[config.mk]
export PLATFORM = sky130hd
export DESIGN_NAME = fp8_dot_acc_flat
export DESIGN_NICKNAME = d
export VERILOG_FILES = /design/src/rtl/fp8_dot_acc_if.sv /design/src/rtl/fp8_dot_acc.sv /design/src/flat_wrapper.sv
export SDC_FILE = /design/constraint.sdc
export NUM_CORES = 2
export LEC_CHECK = 0
export BUFFER_PORTS_ARGS = -buffer_cell sky130_fd_sc_hd__buf_2
export CAP_MARGIN = 5
export CORE_MARGIN = 3
export CORE_UTILIZATION = 55
export CTS_BUF_LIST = sky130_fd_sc_hd__clkbuf_4
export CTS_CLUSTER_SIZE = 20
export DETAILED_ROUTE_END_ITERATION = 12
export HOLD_SLACK_MARGIN = 0.12
export PLACE_DENSITY_LB_ADDON = 0.12
export REMOVE_ABC_BUFFERS = 1
export SLEW_MARGIN = 20
export SYNTH_ARGS = -nofsm -noshare
export SYNTH_HDL_FRONTEND = slang
export SYNTH_SLANG_ARGS = --single-unit
[constraint.sdc]
create_clock -name clk -period 19.94 [get_ports clk]
set_input_delay 1.994 -clock clk [delete_from_list [all_inputs] [get_ports clk]]
set_output_delay 1.994 -clock clk [all_outputs]
set_load 0.1 [all_outputs]
[src/rtl/fp8_dot_acc_if.sv]
// Beat/result bus for the multi-lane FP8 dot-product accumulator.
// The master drives beats and result-ready; the slave is the accumulator.
interface fp8_dot_acc_if #(
  parameter int LANES = 4
);
  logic               in_valid;
  logic               in_ready;
  logic               in_first;
  logic               in_last;
  logic [8*LANES-1:0] in_a;
  logic [8*LANES-1:0] in_b;
  logic [15:0]        in_bias;
  logic               out_valid;
  logic               out_ready;
  logic [31:0]        out_data;
  logic [1:0]         out_flags;

  modport master (
    output in_valid, in_first, in_last, in_a, in_b, in_bias, out_ready,
    input  in_ready, out_valid, out_data, out_flags
  );

  modport slave (
    input  in_valid, in_first, in_last, in_a, in_b, in_bias, out_ready,
    output in_ready, out_valid, out_data, out_flags
  );
endinterface

[src/rtl/fp8_dot_acc.sv]
// Pipelined multi-lane E5M2 dot-product accumulator with FP16 bias and a
// single RNE rounding to FP32 at the end of each burst.
// Internal arithmetic is exact two's complement fixed point scaled by 2^34.

// One lane: decode an E5M2 pair and form the exact signed product.
module fp8_dot_acc_lane #(
  parameter int PW = 67
) (
  input  logic [7:0]    a,
  input  logic [7:0]    b,
  output logic [PW-1:0] prod,
  output logic          nan,
  output logic          pinf,
  output logic          ninf
);
  logic [4:0]    ea, eb, ea_eff, eb_eff;
  logic [2:0]    ma, mb;
  logic          a_inf, b_inf, a_nan, b_nan, a_zero, b_zero;
  logic          sgn, inf;
  logic [5:0]    mm, sh;
  logic [PW-1:0] mag;

  // Subnormals use hidden bit 0 and effective exponent 1; specials give no
  // finite contribution and are reported through the flags instead.
  always_comb begin
    ea     = a[6:2];
    eb     = b[6:2];
    ea_eff = (ea == 5'd0) ? 5'd1 : ea;
    eb_eff = (eb == 5'd0) ? 5'd1 : eb;
    ma     = {ea != 5'd0, a[1:0]};
    mb     = {eb != 5'd0, b[1:0]};
    a_inf  = (ea == 5'd31) && (a[1:0] == 2'd0);
    b_inf  = (eb == 5'd31) && (b[1:0] == 2'd0);
    a_nan  = (ea == 5'd31) && (a[1:0] != 2'd0);
    b_nan  = (eb == 5'd31) && (b[1:0] != 2'd0);
    a_zero = (a[6:0] == 7'd0);
    b_zero = (b[6:0] == 7'd0);
    sgn    = a[7] ^ b[7];
    mm     = {3'd0, ma} * {3'd0, mb};
    sh     = {1'b0, ea_eff} + {1'b0, eb_eff};
    mag    = PW'(mm) << sh;
    if (ea == 5'd31 || eb == 5'd31) mag = '0;
    prod   = sgn ? -mag : mag;
    nan    = a_nan | b_nan | (a_inf & b_zero) | (b_inf & a_zero);
    inf    = (a_inf | b_inf) & ~nan;
    pinf   = inf & ~sgn;
    ninf   = inf & sgn;
  end
endmodule

module fp8_dot_acc #(
  parameter int LANES = 4,
  parameter int GUARD = 8
) (
  input  logic         clk,
  input  logic         rst,
  fp8_dot_acc_if.slave bus
);
  localparam int PW    = 67;
  localparam int ACC_W = PW + GUARD;
  localparam int LW    = $clog2(ACC_W);

  typedef struct packed {
    logic             first;
    logic             last;
    logic             nan;
    logic             pinf;
    logic             ninf;
    logic [ACC_W-1:0] bias;
  } s1_t;

  typedef struct packed {
    logic [ACC_W-1:0] acc;
    logic             nan;
    logic             pinf;
    logic             ninf;
  } acc_t;

  logic                     en;
  logic [1:0]               vld_pipe;
  logic [LANES-1:0][PW-1:0] lane_prod, s1_prod;
  logic [LANES-1:0]         lane_nan, lane_pinf, lane_ninf;
  s1_t                      s1;
  acc_t                     acc_q, acc_next, s2;
  logic [ACC_W-1:0]         lane_sum;

  logic [4:0]               b_exp;
  logic [10:0]              b_sig;
  logic [5:0]               b_sh;
  logic                     b_special, b_nan, b_pinf, b_ninf;
  logic [ACC_W-1:0]         b_mag, bias_al;

  logic                     neg;
  logic [ACC_W-1:0]         mag, norm;
  logic [LW-1:0]            lead;
  logic [23:0]              sig;
  logic                     grd, stk;
  logic [24:0]              rnd;
  logic [7:0]               exp8;
  logic [31:0]              res_data;
  logic [1:0]               res_flags;

  logic                     out_valid_q;
  logic [31:0]              out_data_q;
  logic [1:0]               out_flags_q;

  // Whole pipeline advances together; a held result freezes every stage.
  assign en            = ~out_valid_q | bus.out_ready;
  assign bus.in_ready  = en;
  assign bus.out_valid = out_valid_q;
  assign bus.out_data  = out_data_q;
  assign bus.out_flags = out_flags_q;

  for (genvar i = 0; i < LANES; i++) begin : g_lane
    fp8_dot_acc_lane #(.PW(PW)) u_lane (
      .a    (bus.in_a[8*i +: 8]),
      .b    (bus.in_b[8*i +: 8]),
      .prod (lane_prod[i]),
      .nan  (lane_nan[i]),
      .pinf (lane_pinf[i]),
      .ninf (lane_ninf[i])
    );
  end

  // FP16 bias aligned onto the same 2^-34 grid (its 2^-24 LSB lands at bit 10).
  always_comb begin
    b_exp     = bus.in_bias[14:10];
    b_sig     = {b_exp != 5'd0, bus.in_bias[9:0]};
    b_sh      = ((b_exp == 5'd0) ? 6'd1 : {1'b0, b_exp}) + 6'd9;
    b_special = (b_exp == 5'd31);
    b_mag     = ACC_W'(b_sig) << b_sh;
    if (b_special) b_mag = '0;
    bias_al   = bus.in_bias[15] ? -b_mag : b_mag;
    b_nan     = b_special & (bus.in_bias[9:0] != 10'd0);
    b_pinf    = b_special & (bus.in_bias[9:0] == 10'd0) & ~bus.in_bias[15];
    b_ninf    = b_special & (bus.in_bias[9:0] == 10'd0) & bus.in_bias[15];
  end

  // S1: register lane products, aligned bias and per-beat special flags.
  always_ff @(posedge clk or posedge rst) begin
    if (rst) begin
      vld_pipe[0] <= 1'b0;
      s1          <= '0;
      s1_prod     <= '0;
    end else if (en) begin
      vld_pipe[0] <= bus.in_valid;
      if (bus.in_valid) begin
        s1.first <= bus.in_first;
        s1.last  <= bus.in_last;
        s1.nan   <= (|lane_nan) | (bus.in_first & b_nan);
        s1.pinf  <= (|lane_pinf) | (bus.in_first & b_pinf);
        s1.ninf  <= (|lane_ninf) | (bus.in_first & b_ninf);
        s1.bias  <= bias_al;
        s1_prod  <= lane_prod;
      end
    end
  end

  // Exact beat sum; a first beat restarts from the bias and fresh flags.
  always_comb begin
    lane_sum = '0;
    for (int i = 0; i < LANES; i++)
      lane_sum = lane_sum + ACC_W'(signed'(s1_prod[i]));
    acc_next.acc  = (s1.first ? s1.bias : acc_q.acc) + lane_sum;
    acc_next.nan  = (s1.first ? 1'b0 : acc_q.nan)  | s1.nan;
    acc_next.pinf = (s1.first ? 1'b0 : acc_q.pinf) | s1.pinf;
    acc_next.ninf = (s1.first ? 1'b0 : acc_q.ninf) | s1.ninf;
  end

  // S2: running accumulator; a last beat hands the total on and clears it.
  always_ff @(posedge clk or posedge rst) begin
    if (rst) begin
      vld_pipe[1] <= 1'b0;
      acc_q       <= '0;
      s2          <= '0;
    end else if (en) begin
      vld_pipe[1] <= vld_pipe[0] & s1.last;
      if (vld_pipe[0]) begin
        if (s1.last) begin
          acc_q <= '0;
          s2    <= acc_next;
        end else begin
          acc_q <= acc_next;
        end
      end
    end
  end

  // Normalise and round once to FP32 (RNE); specials override the number.
  always_comb begin
    neg  = s2.acc[ACC_W-1];
    mag  = neg ? -s2.acc : s2.acc;
    lead = '0;
    for (int i = 0; i < ACC_W; i++)
      if (mag[i]) lead = LW'(i);
    norm = mag << (LW'(ACC_W - 1) - lead);
    sig  = norm[ACC_W-1 -: 24];
    grd  = norm[ACC_W-25];
    stk  = |norm[ACC_W-26:0];
    rnd  = {1'b0, sig} + {24'd0, grd & (stk | sig[0])};
    exp8 = 8'(lead) + 8'd93 + {7'd0, rnd[24]};
    res_flags = 2'b00;
    if (mag == '0) res_data = 32'h0000_0000;
    else           res_data = {neg, exp8, rnd[24] ? rnd[23:1] : rnd[22:0]};
    if (s2.nan || (s2.pinf && s2.ninf)) begin
      res_data  = 32'h7FC0_0000;
      res_flags = 2'b10;
    end else if (s2.pinf) begin
      res_data  = 32'h7F80_0000;
      res_flags = 2'b01;
    end else if (s2.ninf) begin
      res_data  = 32'hFF80_0000;
      res_flags = 2'b01;
    end
  end

  // S3: result register; it drops on handshake unless a new result arrives.
  always_ff @(posedge clk or posedge rst) begin
    if (rst) begin
      out_valid_q <= 1'b0;
      out_data_q  <= '0;
      out_flags_q <= '0;
    end else if (en) begin
      out_valid_q <= vld_pipe[1];
      if (vld_pipe[1]) begin
        out_data_q  <= res_data;
        out_flags_q <= res_flags;
      end
    end
  end
endmodule

[src/flat_wrapper.sv]
// flat-port wrapper written by rule: the top's interface ports become plain ports
module fp8_dot_acc_flat 
#(
  parameter int LANES = 4,
  parameter int GUARD = 8
)
  (clk, rst, bus_in_valid, bus_in_first, bus_in_last, bus_in_a, bus_in_b, bus_in_bias, bus_out_ready, bus_in_ready, bus_out_valid, bus_out_data, bus_out_flags);
  fp8_dot_acc_if #(.LANES(LANES)) bus_i ();
  input  logic clk;
  input  logic rst;
  input wire logic [$bits(bus_i.in_valid)-1:0] bus_in_valid;
  input wire logic [$bits(bus_i.in_first)-1:0] bus_in_first;
  input wire logic [$bits(bus_i.in_last)-1:0] bus_in_last;
  input wire logic [$bits(bus_i.in_a)-1:0] bus_in_a;
  input wire logic [$bits(bus_i.in_b)-1:0] bus_in_b;
  input wire logic [$bits(bus_i.in_bias)-1:0] bus_in_bias;
  input wire logic [$bits(bus_i.out_ready)-1:0] bus_out_ready;
  output wire logic [$bits(bus_i.in_ready)-1:0] bus_in_ready;
  output wire logic [$bits(bus_i.out_valid)-1:0] bus_out_valid;
  output wire logic [$bits(bus_i.out_data)-1:0] bus_out_data;
  output wire logic [$bits(bus_i.out_flags)-1:0] bus_out_flags;
  assign bus_i.in_valid = bus_in_valid;
  assign bus_i.in_first = bus_in_first;
  assign bus_i.in_last = bus_in_last;
  assign bus_i.in_a = bus_in_a;
  assign bus_i.in_b = bus_in_b;
  assign bus_i.in_bias = bus_in_bias;
  assign bus_i.out_ready = bus_out_ready;
  assign bus_in_ready = bus_i.in_ready;
  assign bus_out_valid = bus_i.out_valid;
  assign bus_out_data = bus_i.out_data;
  assign bus_out_flags = bus_i.out_flags;
  fp8_dot_acc #(.LANES(LANES), .GUARD(GUARD)) u_core (.clk(clk), .rst(rst), .bus(bus_i));
endmodule
* Yosys cells after proc, flatten, opt, wreduce, memory -nomap -nowiden
Index checks and enable logic that the tools add are counted.
Word-level totals: register bits 541, latch bits 0, bits in writable memories 0, bits in read-only memories 0, bits of input ports 86, output and inout bits 36, logic and storage cells 310, memories kept 0
Operators by class: add/sub/neg operators 19, multiply operators 4, div/mod/pow operators 0, order comparisons 0, eq/ne operators 9, shift operators 6, multiplexer cells 107, bitwise operators 67, reduce and logical (&&, ||, !) cells 75
Operator list (number):
- 67-bit two-way mux | 8
- 75-bit two-way mux | 4
- 67-bit negator | 4
- 6-bit by 6-bit << shifter with 67-bit output | 4
- 75-bit adder | 3
- 6-bit two-way mux | 32
- 75-bit negator | 2
- 32-bit two-way mux | 4
- 5-bit two-way mux | 25
- 78-bit two-way mux | 1
- 7-bit two-way mux | 11
- 75-bit logical NOT | 1
- 11-bit by 6-bit << shifter with 75-bit output | 1
- 75-bit by 7-bit << shifter with 75-bit output | 1
- 67-bit by 67-bit adder with 68-bit output | 1
- 7-bit logical NOT | 8
- 50-bit OR reduction | 1
- 5-bit == test, second input constant | 9
- 5-bit logical NOT | 9
- 5-bit nonzero test | 9
- 4-bit two-way mux | 8
- 1-bit AND | 29
- 24-bit by 1-bit adder with 25-bit output | 1
- 5-bit by 5-bit adder with 6-bit output | 4
- other kinds (21) | 107

* Longest topological paths before layout
depth in word-level cells 87, gate-level depth with buffers 49, depth with buffers taken out 40

* Hierarchy
Synthesis repeated with hierarchy kept, for this count alone.
Second synthesis, totals: cells, all modules 7976, area total of the unflattened synthesis 62093.3 µm²
Modules (own cells, without submodules):
- fp8_dot_acc | instances 1, cells each 5424, area each 45955.3 µm², sequential area each 13538.0 µm²
- fp8_dot_acc_lane (u_core.g_lane[0].u_lane ...) | instances 2, cells each 638, area each 4046.4 µm², sequential area each 0.0 µm²
- fp8_dot_acc_lane (u_core.g_lane[1].u_lane ...) | instances 2, cells each 638, area each 4022.6 µm², sequential area each 0.0 µm²

* Worst setup path after synthesis
Ideal clock, no wire load.
kind flip-flop to flip-flop, from register u_core.s2[49] (netlist bit), to register u_core.out_data_q[29] (netlist: u_core.bus.out_data[29]), setup time 121 ps, arrival 10179 ps, required time 19819 ps, setup slack 9640 ps, stages on the path, launching flop included 47, buffers on the path 11, clock period less this slack 10300 ps, cells stage by stage dfrtp_1 buf_2 or4_4 or3_1 buf_2 or4_1 buf_2 or4b_1 nor2b_1 a211o_1 a221oi_2 nand3_1 o21ai_1 o2bb2ai_2 buf_6 buf_4 buf_4 buf_2 [... 11 more ...] mux2i_1 mux4_2 a21oi_1 a211oi_1 nor3_1 ha_1 nand2_1 nor4b_2 nand4_1 nor3_2 inv_1 ha_1 a21oi_1 or3_1 nor2_1 o21ai_0 nor2_1 o22a_1
On the way: word-level cells in the longest chain between the ends 42, elaborated cells between the ends (all ways) 44, those cells by class 5 x add/sub; 1 x shift; 34 x mux; 2 x bitwise; 2 x reduce/logical
Ends and longest elaborated chain:
- start: declaration | line fp8_dot_acc.sv:84 | acc_t acc_q, acc_next, s2;
- start signal: assignment | line fp8_dot_acc.sv:181 | s2 <= acc_next;
- 75-bit negator | line fp8_dot_acc.sv:192 | mag = neg ? -s2.acc : s2.acc;
- 75-bit two-way mux (*) | line fp8_dot_acc.sv:192
- 6-bit two-way mux (18 in a row) | line fp8_dot_acc.sv:195 | if (mag[i]) lead = LW'(i);
- 7-bit two-way mux (11 in a row) | line fp8_dot_acc.sv:195
- 7-bit subtractor | line fp8_dot_acc.sv:196 | norm = mag << (LW'(ACC_W - 1) - lead);
- 75-bit by 7-bit << shifter with 75-bit output | line fp8_dot_acc.sv:196
- 50-bit OR reduction | line fp8_dot_acc.sv:199 | stk = |norm[ACC_W-26:0];
- 1-bit OR | line fp8_dot_acc.sv:200 | rnd = {1'b0, sig} + {24'd0, grd & (stk | sig[0])};
- 1-bit AND | line fp8_dot_acc.sv:200
- 24-bit by 1-bit adder with 25-bit output | line fp8_dot_acc.sv:200
- 8-bit by 1-bit adder with 8-bit output | line fp8_dot_acc.sv:201 | exp8 = 8'(lead) + 8'd93 + {7'd0, rnd[24]};
- 32-bit two-way mux (*) | line fp8_dot_acc.sv:203 | if (mag == '0) res_data = 32'h0000_0000;
- 32-bit two-way mux (*) | line fp8_dot_acc.sv:211 | end else if (s2.ninf) begin
- 32-bit two-way mux (*) | line fp8_dot_acc.sv:208 | end else if (s2.pinf) begin
- 32-bit two-way mux (*) | line fp8_dot_acc.sv:205 | if (s2.nan || (s2.pinf && s2.ninf)) begin
- end signal: assignment | line fp8_dot_acc.sv:226 | out_data_q <= res_data;
- end: declaration | line fp8_dot_acc.sv:104 | logic [31:0] out_data_q;
Every way passes the cells marked *; elsewhere a longest branch is shown, timed or not. A chain may end at the register's enable or synchronous reset.

* Worst setup path in the final report
from register u_core.s2[3] (netlist bit), to register u_core.out_data_q[29] (netlist: u_core.bus.out_data[29])
On the way: word-level cells in the longest chain between the ends 87, elaborated cells between the ends (all ways) 89, those cells by class 5 x add/sub; 1 x shift; 79 x mux; 2 x bitwise; 2 x reduce/logical
Ends and longest elaborated chain (line):
- 75-bit negator | fp8_dot_acc.sv:192
- 75-bit two-way mux (*) | fp8_dot_acc.sv:192
- 1-bit two-way mux | fp8_dot_acc.sv:195
- 2-bit two-way mux (2 in a row) | fp8_dot_acc.sv:195
- 3-bit two-way mux (4 in a row) | fp8_dot_acc.sv:195
- 4-bit two-way mux (8 in a row) | fp8_dot_acc.sv:195
- 5-bit two-way mux (16 in a row) | fp8_dot_acc.sv:195
- 6-bit two-way mux (32 in a row) | fp8_dot_acc.sv:195
- [... 14 more ...]
- 1-bit OR | fp8_dot_acc.sv:200
- 1-bit AND | fp8_dot_acc.sv:200
- 24-bit by 1-bit adder with 25-bit output | fp8_dot_acc.sv:200
- 8-bit by 1-bit adder with 8-bit output | fp8_dot_acc.sv:201
- 32-bit two-way mux (*) | fp8_dot_acc.sv:203
- 32-bit two-way mux (*) | fp8_dot_acc.sv:211
- 32-bit two-way mux (*) | fp8_dot_acc.sv:208
- 32-bit two-way mux (*) | fp8_dot_acc.sv:205
Marks and branches as above.

==> results.md <==
* Clk slew on worst S/H paths at roughly 80 ps
* Postcts setup bufs at 0
* Drt initial violations at 6762
* Synthesis-to-layout area growth at 5.95%
* Register area share after synthesis at 0.235
* Antenna Nets Post-Route at 0
* Worst Slack Setup Final at between 7000 and 8000 ps
* Critical path fanouts, max at 65
* Synth Register Bits at 541
* Die area at ~110000 um^2
* Initial Util at 0.556
* Mapped Cells at 7224
* RSZ-0062 raised after global routing: false
* Vias in the first global route at around 53000
* Post-DP HPWL at 174000 um
* Syn Area/Cell at around 8.0 um^2
* CTS sink cnt at roughly 540
* YS warnings at 0
* Nets at 7582
* CP Launch Type: flop
* F_max at just over 0.08 GHz
* RR Endpoint: u_core.bus.out_data[29]
* WP data required at ~21000 ps
* Mapped cell area at approximately 58000 um^2
* Mux cell area share after synthesis at 0.104
* Root Buffer: clkbuf_4
* Area of the core at 104000 um^2
* Status: completed
* Critical-path top delay cell: nor2_1
* Yosys top cell by area: dfrtp_1
* Crit path from: u_core.s2[3]
* Slowest stage delay, CP at about 800 ps
* Deepest clock path buffer count at 3
* Post-Place Worst Slack at roughly 8000 ps
* Die boundary width at between 300 and 400 um
* Final Cycle Share at 0.624
* R2r setup slk at 7500 ps
* # hold bufs at CTS at 0
* Post-Route WL at between 200000 and 250000 um
* Worst-Margin Slew at approximately 1300 ps
* First-pass GRT wire length at 335000 um
* R2r startpoint: u_core.s2[3]
* Post-synth top flop: dfrtp_1
* Slew Limit Fails at 0
* Critical path arrival at 13350 ps
* Final std cells w/o fill at 8638
* Largest family of logic cells by synthesized area: compound AO/OA/AOI/OAI gates
* Synth Area in XOR/XNOR at 0.0692
* Synth top area share at 0.235
* Asr flop ratio synth at 1.00
* Endpoints failing setup at 0
* Pin count of the biggest net entering global routing at 240
* Worst hold stages at 2
* Site Rows at 118
* Setup crit end: u_core.bus.out_data[29]
* CTS tree: built
* Initial antenna violation count at 9
* DR vias at 57448
* Largest cells by area after synthesis: dfrtp_1 23%, o21ai_0 6.1%, nand2_1 5.8%
* IO Port Bufs at around 120
* GP Congestion at between 1 and 1.5
* # resized after CTS at 0
* Final hold violations at 0
* HP Class: reg2reg
* Crit Path Class: reg2reg
* Clk_lat worst skew at roughly 1100 ps
* MaxCap Viol Count at 0
* Setup Skew at about 120 ps
* Grt ovf at 0
* Synth Area in Compound Gates at 0.244
* Most frequent cells in the layout: 894 x nand2_1, 701 x o21ai_0, 581 x nor2_1
* R2R cell count at 37
* Synth unique cells at roughly 130
* Adder-cell area share of the yosys netlist at 0.0971
* All-Layer GR Usage at 0.404
* Post-synth EDFFs at 0
* Most common cell after layout, fill and taps aside: nand2_1
* Max_slew headroom at 0.108
* Residual DRC at 0
* # fillers at between 9000 and 10000
* Total Neg Setup Slack at 0 ps
* Post-synthesis simple-gate area fraction at 0.196
* Drt via density at roughly 6.7
* DRT Pass-1 Iters at 8
* Share of cells above drive strength 1 at 0.119
* Crit end category: flop
* TritonCTS buffer count at roughly 150
* IO Pins at 122
* Die H at around 330 um
* H-tree level count at 4
* Final worst path period need at between 10000 and 15000 ps
* Placed insts at around 8400
* Mean routed wirelength per cell at ~26 um
[layer usage]
layer | wire length, um | up-vias | global-route usage
li1 | - | 26058 | -
met1 | 89500 | 27554 | 0.529
met2 | 97100 | 3115 | 0.608
met3 | 20500 | 711 | 0.0839
met4 | 17300 | 10 | 0.262
met5 | 55 | - | 0
[kinds of logic (layout without fill, tap and decap cells)]
family          Yosys count  after routing
flops                   541            541
mux                     464            464
compound gates         2203           2203
other cells               1             12
xor+xnor                452            452
buf+inv                 786            809
simple gates           2426           2426
fa+ha+maj               351            351
[worst min path at each step]
stage	start	end
2_1_floorplan	u_core.s1[1]	u_core.s1[1]
3_3_place_gp	u_core.bus.out_data[12]	u_core.bus.out_data[12]
3_5_place_dp	u_core.s1[1]	u_core.s1[1]
4_1_cts	u_core.s1[1]	u_core.s1[1]
5_1_grt	u_core.s1[52]	u_core.s1[52]
6_report	u_core.bus.out_data[8]	u_core.bus.out_data[8]
[registers in the layout (all words and copies together) (netlist names)]
name                  cells
u_core.acc_q             78
u_core.bus.out_data      32
u_core.bus.out_flags      2
u_core.bus.out_valid      1
u_core.neg                1
u_core.s1                80
u_core.s1_prod          268
u_core.s2                77
u_core.vld_pipe           2
[worst max-delay path: cells and delay by family, from the launching register on]
family                   cells  cell delay [ps]
buffers and inverters        4             1280
multiplexers                 3             1260
XOR/XNOR                     1              630
adder cells (fa/ha/maj)      4             1110
flip-flops                   1              510
AO/OA/AOI/OAI                8             2210
AND/OR/NAND/NOR             17             5210
[stage by stage]
step | utilization | hold WS (ps) | instance area [um^2]
global placement | 0.570 | 451 | 59200
CTS | 0.588 | 472 | 61100
floorplan | - | 438 | 55700
finish | 0.589 | 471 | 61100
detailed placement | 0.570 | 460 | 59200
global route | 0.589 | 499 | 61100
[cell usage after synthesis (166+ instances only)]
| cell type | count |
|---|---|
| nand2_1 | 897 |
| o21ai_0 | 701 |
| nor2_1 | 582 |
| dfrtp_1 | 541 |
| a21oi_1 | 526 |
| clkbuf_1 | 374 |
| inv_1 | 311 |
| xnor2_1 | 254 |
| mux2i_1 | 233 |
| nand3_1 | 197 |
| xor2_1 | 194 |
| ha_1 | 190 |
| nor3_1 | 166 |
[layout make-up]
class / instances / area, um^2 / area share
Tap cell: 1380 / 1730 / 0.0283
Clock buffer: 206 / 1550 / 0.0253
Sequential cell: 541 / 13500 / 0.222
Timing Repair Buffer: 237 / 1530 / 0.0250
Clock inverter: 52 / 354 / 0.00579
Multi-Input combinational cell: 5898 / 41200 / 0.674
Antenna cell: 10 / 25.0 / 0.000409
Inverter: 314 / 1190 / 0.0194
Power is left out: the tool's default activity adds up to more than one toggle a clock period on the data nets, which glitch-free logic cannot reach.
